File: config.mk
export PLATFORM = sky130hd
export DESIGN_NAME = fsk_tone_generator
export DESIGN_NICKNAME = d
export VERILOG_FILES = /design/src/rtl/fsk_pkg.sv /design/src/rtl/tone_divider.sv /design/src/rtl/fsk_tone_generator.sv
export SDC_FILE = /design/constraint.sdc
export NUM_CORES = 1
export LEC_CHECK = 0
export BUFFER_PORTS_ARGS = -buffer_cell sky130_fd_sc_hd__buf_2
export CORE_MARGIN = 1
export CORE_UTILIZATION = 40
export DETAILED_ROUTE_END_ITERATION = 6
export MAX_ROUTING_LAYER = met4
export SETUP_SLACK_MARGIN = 0.05
export SLEW_MARGIN = 20
export SYNTH_ARGS = -nofsm -noshare
export SYNTH_HDL_FRONTEND = slang
export SYNTH_SLANG_ARGS = --single-unit
File: constraint.sdc
create_clock -name clock -period 3.25 [get_ports clock]
set_clock_uncertainty 0.2 [all_clocks]
set_input_delay 0.1625 -clock clock [delete_from_list [all_inputs] [get_ports clock]]
set_output_delay 0.1625 -clock clock [all_outputs]
set_load 0.01 [all_outputs]
File: src/rtl/fsk_pkg.sv
// Shared definitions for the FSK transmit/receive pair: FSM state type and
// the tone half-period helper used for divider and analyzer constants.
package fsk_pkg;

    typedef enum logic {
        IDLE,
        TRANSMIT
    } fsk_state_t;

    // Clock cycles per half period of a square wave at tone_hz.
    // A zero tone yields 0 so that parameter checks reject it cleanly.
    function automatic int unsigned half_period(input int unsigned clk_hz,
                                                input int unsigned tone_hz);
        if (tone_hz == 0) begin
            return 0;
        end
        return clk_hz / (2 * tone_hz);
    endfunction

endpackage

File: src/rtl/tone_divider.sv
// Square-wave divider: toggles every half_count cycles; restart realigns the
// phase so the wave starts high with a fresh count.
module tone_divider (
    input  logic        clock,
    input  logic        clear,
    input  logic        restart,
    input  logic [31:0] half_count,
    output logic        tone
);

    logic [31:0] count;

    // Half-period counter with phase restart.
    always_ff @(posedge clock or negedge clear) begin
        if (!clear) begin
            tone  <= 1'b0;
            count <= '0;
        end else if (restart) begin
            tone  <= 1'b1;
            count <= '0;
        end else if (count >= half_count - 32'd1) begin
            tone  <= ~tone;
            count <= '0;
        end else begin
            count <= count + 32'd1;
        end
    end

endmodule

File: src/rtl/fsk_tone_generator.sv
// FSK transmitter: accepts bytes over valid/ready, sends them LSB-first, each
// bit as BIT_CYCLES cycles of a square wave at FREQUENCY0 ('0') or
// FREQUENCY1 ('1'). Back-to-back bytes are sent with no idle gap.
module fsk_tone_generator
    import fsk_pkg::*;
#(
    parameter int unsigned CLOCK_FREQUENCY = 100000000,
    parameter int unsigned FREQUENCY0      = 5000,
    parameter int unsigned FREQUENCY1      = 10000,
    parameter int unsigned BIT_CYCLES      = 200000
) (
    input  logic       clock,
    input  logic       clear,
    input  logic       enable,
    input  logic [7:0] data_in,
    input  logic       data_valid,
    output logic       data_ready,
    output logic       sample_data,
    output logic       busy
);

    localparam int unsigned HALF0 = half_period(CLOCK_FREQUENCY, FREQUENCY0);
    localparam int unsigned HALF1 = half_period(CLOCK_FREQUENCY, FREQUENCY1);
    localparam logic [31:0] LAST_CYCLE = 32'(BIT_CYCLES - 1);

    generate
        if (HALF0 < 1 || HALF1 < 1 || BIT_CYCLES < 2) begin : g_bad_params
            $error("fsk_tone_generator: tone half periods must be >= 1 and BIT_CYCLES >= 2");
        end
    endgenerate

    fsk_state_t  state;
    logic [7:0]  shift_reg;
    logic [2:0]  bit_index;
    logic [31:0] bit_cnt;
    logic        bit_last;
    logic        byte_last;
    logic        transfer;
    logic        restart;
    logic [31:0] half_count;
    logic        tone;

    assign bit_last   = (bit_cnt == LAST_CYCLE);
    assign byte_last  = bit_last && (bit_index == 3'd7);
    assign data_ready = enable && ((state == IDLE) || byte_last);
    assign transfer   = data_valid && data_ready;

    // The divider is held in restart while idle, so the transfer edge itself
    // performs the bit-0 phase reset; in TRANSMIT it restarts at every bit end.
    assign restart    = (state == IDLE) || bit_last;
    assign half_count = shift_reg[0] ? 32'(HALF1) : 32'(HALF0);

    tone_divider u_divider (
        .clock      (clock),
        .clear      (clear),
        .restart    (restart),
        .half_count (half_count),
        .tone       (tone)
    );

    // Tone is forced low outside a byte; both operands are registers.
    assign sample_data = tone && busy;

    // Transmit FSM: byte capture, bit/cycle counting and LSB-first shifting.
    always_ff @(posedge clock or negedge clear) begin
        if (!clear) begin
            state     <= IDLE;
            shift_reg <= '0;
            bit_index <= '0;
            bit_cnt   <= '0;
            busy      <= 1'b0;
        end else begin
            case (state)
                IDLE: begin
                    if (transfer) begin
                        state     <= TRANSMIT;
                        shift_reg <= data_in;
                        bit_index <= '0;
                        bit_cnt   <= '0;
                        busy      <= 1'b1;
                    end
                end
                TRANSMIT: begin
                    if (bit_last) begin
                        bit_cnt <= '0;
                        if (bit_index == 3'd7) begin
                            bit_index <= '0;
                            if (transfer) begin
                                shift_reg <= data_in;
                            end else begin
                                state <= IDLE;
                                busy  <= 1'b0;
                            end
                        end else begin
                            bit_index <= bit_index + 3'd1;
                            shift_reg <= {1'b0, shift_reg[7:1]};
                        end
                    end else begin
                        bit_cnt <= bit_cnt + 32'd1;
                    end
                end
                default: begin
                    state <= IDLE;
                    busy  <= 1'b0;
                end
            endcase
        end
    end

endmodule
Word level (Yosys, flattened, before mapping)
Index checks and enable logic that the tools add are counted.
W data, S select, Z words.
{"block": "totals", "inputBits": 12, "elab_cells": 54, "regBits": 78, "out_inout_bits": 3}
{"block": "classes", "eq_ne": 6, "add_sub_neg": 4, "n_bitwise": 2, "n_lt_le_gt_ge": 1, "muxes": 25, "reduce_logical": 9}
{"operator": "$mux W32", "count": 4}
{"operator": "$add A32 B1 Y32 const B", "count": 2}
{"operator": "$pmux W32 S2", "count": 1}
{"operator": "$eq A32 B18 Y1 const B", "count": 1}
{"operator": "$ge A32 B32 Y1", "count": 1}
{"operator": "$mux W8", "count": 3}
{"operator": "$pmux W8 S2", "count": 1}
{"operator": "$sub A14 B1 Y15 const B", "count": 1}
{"operator": "$mux W14", "count": 1}
{"operator": "$mux W1", "count": 9}
{"operator": "$mux W3", "count": 3}
{"operator": "$pmux W3 S2", "count": 1}
{"operator": "$logic_and A1 B1 Y1", "count": 4}
{"operator": "$ne A2 B1 Y1 const B", "count": 2}
{"operator": "$ne A2 B2 Y1 const B", "count": 2}
{"operator": "$pmux W1 S2", "count": 2}
{"operator": "$reduce_and A4 Y1", "count": 1}
{"operator": "$add A3 B1 Y3 const B", "count": 1}
{"operator": "$eq A3 B3 Y1 const B", "count": 1}
{"operator": "$logic_or A1 B1 Y1", "count": 2}
{"operator": "$not A1 Y1", "count": 2}
{"operator": "$reduce_and A2 Y1", "count": 1}
{"operator": "$reduce_bool A2 Y1", "count": 1}

Depth between registers and ports, before layout
{"block": "depth", "ltp_word": 9, "mapped_depth": 8, "ltp_nobuf": 7}

Hierarchy
From an unflattened synthesis, not the netlist that was laid out.
{"block": "hier_totals", "hier_cells": 642, "hier_area_um2": 5519.0}
{"module": "tone_divider", "seq_area_each_um2": 825.8, "cells_each": 324, "area_each_um2": 2796.4, "n_inst": 1}
{"module": "fsk_tone_generator", "seq_area_each_um2": 1126.1, "cells_each": 318, "area_each_um2": 2722.6, "n_inst": 1}

Worst setup path before layout
No wires, ideal clock.
{"block": "synth_timing", "kind": "register to register", "startpoint": "reg bit_cnt[0]", "endpoint": "reg bit_cnt[12]", "synth_period_minus_slack_ns": 2.158, "stages_incl_launch_ff": 8, "arrival_time_ns": 1.876, "setup_slack_ns": 1.092, "path_buffers": 1, "path_cell_list": "dfrtp_1 ha_1 and4_2 and4_1 a21oi_2 clkbuf_1 o21ai_0 a31oi_1"}
{"block": "synth_between", "elab_chain_len": 6, "elab_cells_between_ends": 9, "classes_between": "1 x add/sub; 2 x eq/ne; 2 x mux; 4 x reduce/logical"}
{"element": "start: declaration", "line_no": "fsk_tone_generator.sv:35", "rtl": "logic [31:0] bit_cnt;"}
{"element": "start signal: assignment", "line_no": "fsk_tone_generator.sv:99", "rtl": "bit_cnt <= bit_cnt + 32'd1;"}
{"element": "parallel branches: the longest is 6 deep, another holds $add A32 B1 Y32"}
Parallel ways; which one is timed is not known.
A chain may end at the register's enable or synchronous reset.

Worst setup path in the final report
{"block": "layout_timing", "startpoint": "reg bit_cnt[0]", "endpoint": "out data_ready"}
{"block": "layout_between", "elab_chain_len": 4}
{"element": "$eq A32 B18 Y1", "line_no": "fsk_tone_generator.sv:43", "rtl": "assign bit_last = (bit_cnt == LAST_CYCLE);"}
{"element": "$logic_and A1 B1 Y1", "line_no": "fsk_tone_generator.sv:44", "rtl": "assign byte_last = bit_last && (bit_index == 3'd7);"}
{"element": "$logic_or A1 B1 Y1", "line_no": "fsk_tone_generator.sv:45", "rtl": "assign data_ready = enable && ((state == IDLE) || byte_last);"}
{"element": "$logic_and A1 B1 Y1", "line_no": "fsk_tone_generator.sv:45"}
{"element": "end: declaration", "line_no": "fsk_tone_generator.sv:17", "rtl": "output logic data_ready,"}
No other way between the ends.

==> impl_metrics.yaml <==
cells_and_area:
  finish.instance_area_mm2: 0.00443
  finalNonFillerCells: 566
  antennaDiodeCount: 0
  nNetsFinal: 453
  layout-drive-gt1-share_pct: 11.2
  syn_to_final_growth_pct: 14.1
placement:
  io_buffers: 14
  dpl.cell_count: 541
  dp_hpwl_mm: 5.32
  place.gp.congestion: 0.858
  placed_area_mm2: 0.00415
run:
  maxCapViolations: 0
drt:
  drtAntennaViolNets: 0
  drc: 0
  drtIter0Drc: 175
  drt-pass1-iter-count: 5
  wirelength_mm: 7.99
  via_per_inst: 5.40
  num_vias: 3059
  routedWlPerCell_um: 14.1
grt:
  grt-ovfl-total: 0
  grt_max_degree: 79
  grt_pass1_vias: 2867
  antenna_found_initial: 0
  grt_use_total_pct: 18.0
  grt_pass1_wl_mm: 13.8
floorplan:
  pin_count: 15
  core_mm2: 0.00933
  dieArea_mm2: 0.0101
  die-width_um: 101
  start_util_pct: 41.6
  die_height_um: 101
  num_rows: 35
sta:
  fmax_mhz: 335
  setup_viol: 0
  worst_pin_slew_ns: 0.965
  period_share_pct: 92.0
  rsz0062_at_grt: "false"
  worst_slew_margin_rel_pct: 35.7
  slew_violations: 0
  hold_viol: 0
  period_minus_slack_ns: 2.99
  fin_tns_setup_ns: 0
setup_path:
  cp_max_fo: 24
  worstSetupStartpointType: "register"
  cp-end-kind: "output pin"
  worstPathArrival_ns: 2.63
  crit_type: "register to output pin"
  required_ns: 2.89
clock_tree:
  numCtsBuffers: 9
  cts_root_buffer: "clkbuf_8"
  htreeDepth: 3
  cts.path.max_buffers: 2
  clock-sinks: 78
  cts_setup_buffers: 0
  cts_resized: 0
  clk_latency_ns: 0.36
  cts_tree: "done"
  clkTransAtPathRegs_ns: 0.10
synth:
  syn_avg_cell_area_um2: 9.90
  netlist_instances: 392
  synth_seq_area_share_pct: 50.3
  synth_seq_cells: 78
  synth_edf_count: 0
  yosys_warnings: 0
  async_flop_share_pct: 100
  netlist_area_mm2: 0.00388
  synthFlopType: "dfrtp_1"
  synth_cell_types: 56
hold_path:
  hp-class: "input port to register"
outcome:
  status: "finished clean"
power:
  leakagePower_nw: 1.92
  power_density_mw_per_mm2: 514
  ir_drop_mv: 0.289
-- layout make-up --
class | instances | area (µm²)
Multi-Input combinational cell | 303 | 1870
Tap cell | 129 | 161
Fill cell | 901 | 4900
Sequential cell | 78 | 1950
Clock buffer | 9 | 124
Timing Repair Buffer | 29 | 208
Inverter | 11 | 41.3
Clock inverter | 7 | 71.3
-- cells by family (layout without fill, tap and decap cells) --
kind of cell	after synthesis	count (layout)	synth area share, %
compound gates	95	95	17.4
buf+inv	27	56	3.19
simple gates	163	163	21.7
other cells	1	17	0.0966
xor+xnor	16	16	3.61
mux	3	3	0.773
flops	78	78	50.3
fa+ha+maj	9	9	2.90
-- critical path: stages, from the launching register on --
cell	delay, ns
dfrtp_1	0.44
ha_1	0.28
and4_2	0.19
and4_1	0.24
a21oi_4	0.50
buf_4	0.38
nor3b_1	0.08
buf_2	0.15
-- cell usage in the layout, fill, tap and decap left out, drive strengths merged, types with 3 or more instances in the layout --
cell type    instances
o211ai               3
nand3               23
inv                 17
nor2                30
o2bb2ai              7
mux2i                3
nor4                12
and3                 8
conb                17
a21o                 7
a22oi                8
dlygate4sd3          9
xnor2                7
a21oi               11
a31oi               18
clkbuf               9
xor2                 9
o21ai               20
nor4b                4
or3                  9
nor2b                3
nand2               47
nor3                11
a32o                 3
dfrtp               78
and4                 6
buf                 20
nand4                6
ha                   9
-- metrics by stage --
stage	setup slack, ns	util [%]	power, W	hold WS, ns
after floorplan	1.09	-	0.00147	-0.333
after global placement	0.596	44.5	0.00157	0.180
after detailed placement	0.531	44.5	0.00158	0.187
after CTS	0.261	47.5	0.00231	0.0290
after global routing	0.0628	47.5	0.00242	0.0568
final	0.261	47.5	0.00228	0.0348
-- cells in the mapped netlist (8+ instances only) --
cell      count  area (µm²)
a31oi_1      18         113
nand2_1      46         173
nand3_1      21         105
and3_1        8        50.1
inv_1        11        41.3
a22oi_1       8        60.1
nor2_1       30         113
xor2_1        9        78.8
nor3_1       10        50.1
a21oi_1      10        50.1
nor4_1       12        75.1
clkbuf_1      8        30.0
o21ai_0      19        95.1
ha_1          9         113
dfrtp_1      78        1950
or3_1         8        50.1
-- power breakdown --
group	total (W)	switching (W)	leakage, nW	internal [W]
sequential	0.00125	0.000158	0.972	0.00109
clock	0.000711	0.000408	0.100	0.000303
combinational	0.000316	0.000157	0.844	0.000159
total	0.00228	0.000724	1.92	0.00156
-- worst paths after layout --
check | from | endpoint | slack (ns) | cells past startpoint
setup / recovery | bit_cnt[0] | data_ready | 0.26 | 7
hold / removal | data_valid | busy | 0.03 | 3
setup reg to reg | bit_cnt[0] | u_divider.count[6] | 0.56 | 6
hold reg to reg | u_divider.count[0] | u_divider.count[0] | 0.29 | 1
max in group asynchronous | clear | u_divider.count[6] | 1.93 | 2
min in group asynchronous | clear | bit_index[0] | 0.28 | 2
-- routing by layer --
layer,GRT usage [%],wire length (µm),vias up
met5,-,0,-
met2,28.1,3900,56
met3,4.79,257,12
li1,-,-,1513
met4,5.91,122,0
met1,22.8,3710,1478
-- timing repair --
| action | 4_1_cts | 5_1_grt |
|---|---|---|
| hold endpoints to repair | 86 | 0 |
| setup endpoints to repair | 0 | 0 |
| hold buffers | 9 | 0 |
Power figures use the tool's default switching activity.
